==> src/rtl/operand_loader.sv <==
// Two-operand entry front end for the shiftleft stage: one debounced load
// button steps WAIT_A -> WAIT_B -> READY, capturing the switches into a then b.
module operand_loader #(
    parameter int N        = 8,
    parameter int DEBOUNCE = 4
) (
    input  logic         clk,
    input  logic         rst,
    input  logic [N-1:0] sw,
    input  logic         btn,
    input  logic         clear,
    output logic [N-1:0] a,
    output logic [N-1:0] b,
    output logic         valid,
    output logic [1:0]   state
);

    localparam int CW = $clog2(DEBOUNCE + 1);

    localparam logic [1:0] S_WAIT_A = 2'd0;
    localparam logic [1:0] S_WAIT_B = 2'd1;
    localparam logic [1:0] S_READY  = 2'd2;

    localparam logic [CW-1:0] CNT_MAX  = CW'(DEBOUNCE);
    localparam logic [CW-1:0] CNT_FIRE = CW'(DEBOUNCE - 1);

    logic [CW-1:0] cnt;
    logic          press;
    logic          wipe;

    assign wipe = rst || clear;

    // The count saturates one past the fire value, so a held button fires once.
    assign press = btn && (cnt == CNT_FIRE);

    always_ff @(posedge clk) begin
        if (wipe) begin
            cnt <= '0;
        end else if (!btn) begin
            cnt <= '0;
        end else if (cnt != CNT_MAX) begin
            cnt <= cnt + CW'(1);
        end
    end

    always_ff @(posedge clk) begin
        if (wipe) begin
            state <= S_WAIT_A;
            a     <= '0;
            b     <= '0;
        end else begin
            case (state)
                S_WAIT_A: begin
                    if (press) begin
                        a     <= sw;
                        state <= S_WAIT_B;
                    end
                end
                S_WAIT_B: begin
                    if (press) begin
                        b     <= sw;
                        state <= S_READY;
                    end
                end
                S_READY: begin
                    // b is kept until the next WAIT_B press replaces it.
                    if (press) begin
                        a     <= sw;
                        state <= S_WAIT_B;
                    end
                end
                default: begin
                    state <= S_WAIT_A;
                end
            endcase
        end
    end

    assign valid = (state == S_READY);

endmodule
==> config.mk <==
export PLATFORM = sky130hd
export DESIGN_NAME = operand_loader
export DESIGN_NICKNAME = d
export VERILOG_FILES = /design/src/rtl/operand_loader.sv
export SDC_FILE = /design/constraint.sdc
export NUM_CORES = 1
export LEC_CHECK = 0
export CORE_MARGIN = 10
export CORE_UTILIZATION = 40
export CTS_BUF_LIST = sky130_fd_sc_hd__clkbuf_16
export CTS_CLUSTER_SIZE = 28
export DETAILED_ROUTE_END_ITERATION = 10
export PLACE_DENSITY = 0.73
export SYNTH_ARGS = -nofsm -noshare
export SYNTH_HDL_FRONTEND = slang
export SYNTH_SLANG_ARGS = --single-unit
==> constraint.sdc <==
create_clock -name clk -period 3.7 [get_ports clk]
set_clock_uncertainty 0.15 [all_clocks]
set_input_delay 0.74 -clock clk [delete_from_list [all_inputs] [get_ports clk]]
set_output_delay 0.74 -clock clk [all_outputs]
set_load 0.05 [all_outputs]
==> results.sh, run 1 <==
export IMPL_synth_avg_cell_area_um2=9.32
export IMPL_powerDensity_nw_per_um2=390
export IMPL_yosys_area_top_type_share=0.507
export IMPL_die_h_um=65.5
export IMPL_rsz0062_at_grt="no"
export IMPL_grt_pass1_wl_um=3080
export IMPL_setup_viol=0
export IMPL_core_um2=1960
export IMPL_syn_to_final_growth_pct=45.6
export IMPL_ys_types=20
export IMPL_grt_pass1_vias=652
export IMPL_fin_tns_setup_ns=0
export IMPL_drive_gt1_frac=0.0672
export IMPL_min_path_type="flop to flop"
export IMPL_drt_wl_total_um=1890
export IMPL_finalCriticalPeriod_ns=2.48
export IMPL_cts_setup_buffers=0
export IMPL_maxSlewViolCount=0
export IMPL_worstSetupStartpoint="state[1]$_SDFFE_PP0P_"
export IMPL_worstPathMaxFanout=4
export IMPL_tightest_slew_ns=0.545
export IMPL_arrival_ns=1.59
export IMPL_cp_slowest_stage_delay_ns=0.82
export IMPL_ctsHoldBuffers=0
export IMPL_regArea_um2=420
export IMPL_switching_share=0.187
export IMPL_grt_usage=0.0903
export IMPL_required_ns=2.81
export IMPL_dp_hpwl_um=1420
export IMPL_ctsResizeCount=0
export IMPL_drt_first_pass_iters=4
export IMPL_cts_root_buf="clkbuf_16"
export IMPL_slew_headroom=0.635
export IMPL_nFillCells=178
export IMPL_hold_viol=0
export IMPL_timing_fmax_ghz=0.403
export IMPL_clkSinkCount=21
export IMPL_power_frac_clock=0.468
export IMPL_critPathTopFamily="buffers and inverters"
export IMPL_setup_worst_path_class="flop to output port"
export IMPL_switchingPower_w=0.0000879
export IMPL_synth_seq_cells=21
export IMPL_vias=678
export IMPL_cap_violations=0
export IMPL_drtIter0Drc=1
export IMPL_crit_chain="nor2b_1 > clkdlybuf4s50_1"
export IMPL_num_rows=16
export IMPL_synthesis_area_um2=830
export IMPL_final_util=0.615
export IMPL_power_frac_seq=0.482
export IMPL_clkLatencyLatePin_ns=0.25
export IMPL_clk_pin_slew_ns=0.06
export IMPL_grt_start_max_net_pins=26
export IMPL_drc=0
export IMPL_place_port_buffers=30
export IMPL_die_w_um=65.5
export IMPL_status="completed"
export IMPL_critPathCaptureType="output port"
export IMPL_syn_nets=104
export IMPL_timing_final_crit_share=0.670
export IMPL_antenna_cells=0
export IMPL_nets=135
export IMPL_pwr_share_comb=0.050
export IMPL_timing_rr_start="cnt[0]$_SDFFE_PP0P_"
export IMPL_cp_slowest_cell="clkdlybuf4s50_1"
export IMPL_routed_via_density=4.64
export IMPL_ant_nets=0
export IMPL_synth_top_area_cell="dfxtp_1"
export IMPL_p_int_w=0.000383
export IMPL_setup_worst_path_start_class="flop"
export IMPL_tritoncts="done"
export IMPL_htree_levels=1
export IMPL_gp_congestion=0.713
export IMPL_multi_input_area_um2=363
export IMPL_dieArea_um2=4300
export IMPL_min_from="b[7]$_SDFFE_PP0P_"
export IMPL_syn_inst=89
export IMPL_start_util=0.423
export IMPL_overflow=0
export IMPL_wl_per_cell_um=13.0
export IMPL_antenna_found_initial=0
export IMPL_p_leak_nw=0.445
export IMPL_cts_path_max_buffers=2
export IMPL_cp_buffers_inverters=1
export IMPL_ys_warn_count=0
export IMPL_ys_seq_area_frac=0.507
export IMPL_ios=31
export IMPL_vdd_drop_max_mv=0.232
export IMPL_synth_area_leaders="dfxtp_1 (51%), nand3_1 (10%), nand2_1 (5.9%)"
export IMPL_cts_inserted_buffers=3
==> final timing paths <==
| path | to | slack (ns) | cells past startpoint |
|---|---|---|---|
| hold reg to reg | b[7]$_SDFFE_PP0P_ | 0.31 | 2 |
| setup / recovery | valid | 1.22 | 2 |
| setup reg to reg | b[5]$_SDFFE_PP0P_ | 2.12 | 5 |
| hold / removal | b[7]$_SDFFE_PP0P_ | 0.31 | 2 |
==> tightest hold or removal path: stages (launching register included) <==
cell	delay [ns]
dfxtp_1	0.31
nand3_1	0.05
o21ai_1	0.05
==> per-layer routing <==
metal	part of all wire	track usage
met1	0.42	0.101
met2	0.45	0.133
met3	0.11	0.0559
met4	0.016	0.0401
met5	0	0
==> synth_stat cells, drive strengths merged <==
| master | number |
|---|---|
| nand3b | 2 |
| nand3 | 17 |
| nor2 | 2 |
| o21ai | 16 |
| buf | 4 |
| inv | 3 |
| xnor2 | 1 |
| dfxtp | 21 |
| ha | 3 |
| nor2b | 1 |
| nand4b | 1 |
| nand2 | 13 |
| or2 | 1 |
| a21oi | 4 |
==> flip-flops by register name, indices dropped and copies added, names as in the netlist <==
signal	count
a	8
b	8
cnt	3
state	2
==> cells in the final DEF (no fill, tap or decap), types with 3 or more instances in the layout <==
cell / synthesis / routed
clkbuf_16: 0 / 3
a21oi_1: 4 / 4
nand2_1: 13 / 13
clkdlybuf4s50_1: 0 / 30
o21ai_1: 7 / 7
dfxtp_1: 21 / 21
inv_1: 3 / 4
nand3_1: 17 / 17
ha_1: 3 / 3
o21ai_0: 8 / 8
==> cell families (layout without fill, tap and decap cells) <==
kind of cell,after synthesis,in the layout,synth area share
flip-flops,21,21,0.507
AO/OA/AOI/OAI,20,20,0.125
adder cells (fa/ha/maj),3,3,0.0453
XOR/XNOR,1,1,0.0106
AND/OR/NAND/NOR,37,37,0.256
buffers and inverters,7,37,0.0558
==> power by group through the flow <==
stage / registers, W / clock network, W / logic, W
3_3_place_gp: 0.000232 / 0 / 0.0000229
5_1_grt: 0.000227 / 0.000236 / 0.0000254
3_5_place_dp: 0.000232 / 0 / 0.0000234
2_1_floorplan: 0.000232 / 0 / 0.00000922
4_1_cts: 0.000227 / 0.000225 / 0.0000236
6_report: 0.000227 / 0.000221 / 0.0000234
==> per-stage QoR <==
step	setup WS, ns	total power, W	cells	instance area [um^2]	hold slack, ns
2_1_floorplan	1.36	0.000241	89	830	0.309
3_3_place_gp	1.50	0.000255	142	1130	0.297
3_5_place_dp	1.46	0.000256	142	1130	0.302
4_1_cts	1.21	0.000476	146	1210	0.310
5_1_grt	1.14	0.000489	146	1210	0.337
6_report	1.22	0.000471	146	1210	0.307
==> area by class of cell <==
type | count | share of cell area
Multi-Input combinational cell | 61 | 0.301
Tap cell | 27 | 0.0280
Sequential cell | 21 | 0.348
Timing Repair Buffer | 30 | 0.249
Clock inverter | 1 | 0.00311
Inverter | 3 | 0.00933
Clock buffer | 3 | 0.0622
No activity file was read; power rests on OpenSTA's default activity.
==> run 2: changes to the inputs <==
CORE_UTILIZATION = 38   (was 40)
clock period = 2.2 ns   (was 3.7 ns; I/O delays follow)
==> run 2 against run 1 <==
  * Clock-buffer cell count is the same
  * Total power up 70%
  * Sequential share of layout area is 0.43 points lower
  * Hold slack improved by 0.0089 ns
  * Critical path type unchanged
  * Largest power group unchanged
==> results.sh, run 2 (synthesis results as in run 1) <==
export IMPL_nets=136
export IMPL_layout_commonest_cell="clkdlybuf4s50_1"
export IMPL_clkSinkCount=21
export IMPL_grt_usage=0.100
export IMPL_min_from="b[6]$_SDFFE_PP0P_"
export IMPL_min_path_type="flop to flop"
export IMPL_cp_slowest_stage_delay_ns=0.82
export IMPL_core_um2=2020
export IMPL_finalCriticalPeriod_ns=2.03
export IMPL_routed_via_density=4.97
export IMPL_setup_worst_path_class="flop to output port"
export IMPL_fin_tns_setup_ns=0
export IMPL_syn_to_final_growth_pct=47.4
export IMPL_status="completed"
export IMPL_timing_final_crit_share=0.921
export IMPL_hold_slack_ns=0.316
export IMPL_slew_headroom=0.650
export IMPL_arrival_ns=1.44
export IMPL_ios=31
export IMPL_antenna_found_initial=0
export IMPL_min_to="b[6]$_SDFFE_PP0P_"
export IMPL_placed_area_um2=1140
export IMPL_drt_wl_total_um=2090
export IMPL_cts_path_max_buffers=2
export IMPL_maxSlewViolCount=0
export IMPL_dieArea_um2=4450
export IMPL_setup_worst_path_start_class="flop"
export IMPL_path_depth=1
export IMPL_num_rows=16
export IMPL_ant_nets=0
export IMPL_die_h_um=66.7
export IMPL_grt_pass1_vias=770
export IMPL_dp_slack_ns=0.364
export IMPL_critPathCaptureType="output port"
export IMPL_cap_violations=0
export IMPL_setup_viol=0
export IMPL_cts_inserted_buffers=3
export IMPL_ctsResizeCount=0
export IMPL_drt_first_pass_iters=4
export IMPL_cp_slowest_cell="clkdlybuf4s50_1"
export IMPL_gp_congestion=0.713
export IMPL_fin_ws_ns=0.174
export IMPL_place_port_buffers=30
export IMPL_drtIter0Drc=36
export IMPL_rsz0062_at_grt="no"
export IMPL_cts_root_buf="clkbuf_16"
export IMPL_mostFrequentLayoutCells="clkdlybuf4s50_1 (28), dfxtp_1 (21), nand3_1 (17), nand2_1 (13), o21ai_0 (8)"
export IMPL_clkLatencyLatePin_ns=0.25
export IMPL_cts_setup_buffers=0
export IMPL_dp_hpwl_um=1610
export IMPL_required_ns=1.61
export IMPL_antenna_cells=0
export IMPL_tritoncts="done"
export IMPL_r2r_setup_slack_ns=0.58
export IMPL_start_util=0.410
export IMPL_worstPathMaxFanout=4
export IMPL_die_w_um=66.7
export IMPL_holdPathStages=2
export IMPL_grt_start_max_net_pins=19
export IMPL_htree_levels=1
export IMPL_vias=730
export IMPL_wl_per_cell_um=14.2
export IMPL_timing_rr_start="cnt[0]$_SDFFE_PP0P_"
export IMPL_powerDensity_nw_per_um2=654
export IMPL_critPathTopFamily="buffers and inverters"
export IMPL_clk_pin_slew_ns=0.06
export IMPL_grt_pass1_wl_um=3510
export IMPL_final_area_um2=1220
export IMPL_cp_buffers_inverters=1
export IMPL_crit_chain="clkdlybuf4s50_1"
export IMPL_ctsHoldBuffers=0
export IMPL_timing_fmax_ghz=0.494
export IMPL_rr_endpoint="b[2]$_SDFFE_PP0P_"
export IMPL_hold_viol=0
export IMPL_p_leak_nw=0.458
export IMPL_vdd_drop_max_mv=0.384
export IMPL_r2r_worst_path_cells=5
export IMPL_drc=0
export IMPL_tightest_slew_ns=0.523
export IMPL_drive_gt1_frac=0.0917
export IMPL_top_regs="a (8), b (8), cnt (3)"
export IMPL_overflow=0
-- run 2: worst max-delay path by stage --
stage | startpoint | endpoint | slack [ns]
2_1_floorplan | state[1]$_SDFFE_PP0P_ | valid | 0.16
3_3_place_gp | btn | b[5]$_SDFFE_PP0P_ | 0.39
3_5_place_dp | btn | b[2]$_SDFFE_PP0P_ | 0.36
4_1_cts | state[1]$_SDFFE_PP0P_ | state[1] | 0.17
5_1_grt | state[1]$_SDFFE_PP0P_ | state[1] | 0.14
6_report | state[1]$_SDFFE_PP0P_ | state[1] | 0.17
-- run 2: final cells by class --
| cell class | instances | area (um^2) |
|---|---|---|
| Tap cell | 27 | 33.8 |
| Clock buffer | 3 | 75.1 |
| Fill cell | 176 | 800 |
| Clock inverter | 1 | 3.75 |
| Inverter | 3 | 11.3 |
| Timing Repair Buffer | 31 | 315 |
| Multi-Input combinational cell | 61 | 363 |
| Sequential cell | 21 | 420 |
-- run 2: power by group --
group	leakage [nW]	internal (W)	switching, W	total [W]
combinational	0.246	0.0000252	0.0000191	0.0000443
sequential	0.169	0.000381	0.000000982	0.000382
clock	0.0423	0.000242	0.000131	0.000373
total	0.458	0.000649	0.000151	0.000800
-- run 2: metal layers --
layer / part of all wire / wire [um] / up-vias / track usage
li1: - / - / 373 / -
met1: 0.38 / 796 / 330 / 0.0960
met2: 0.50 / 1040 / 25 / 0.169
met3: 0.11 / 240 / 2 / 0.0635
met4: 0.0081 / 17 / 0 / 0.0393
met5: 0 / 0 / - / 0
-- run 2: through the flow --
step | util | cells | total power [W]
after floorplan | - | 89 | 0.000406
after global placement | 0.566 | 143 | 0.000434
after detailed placement | 0.566 | 143 | 0.000435
after CTS | 0.605 | 147 | 0.000804
after global routing | 0.605 | 147 | 0.000827
final | 0.605 | 147 | 0.000800
==> run 3: changes to the inputs <==
CTS_CLUSTER_DIAMETER = 50   (was not set)
==> results of run 3 <==
Final layout, timing and power as in run 2 (identical DEF).
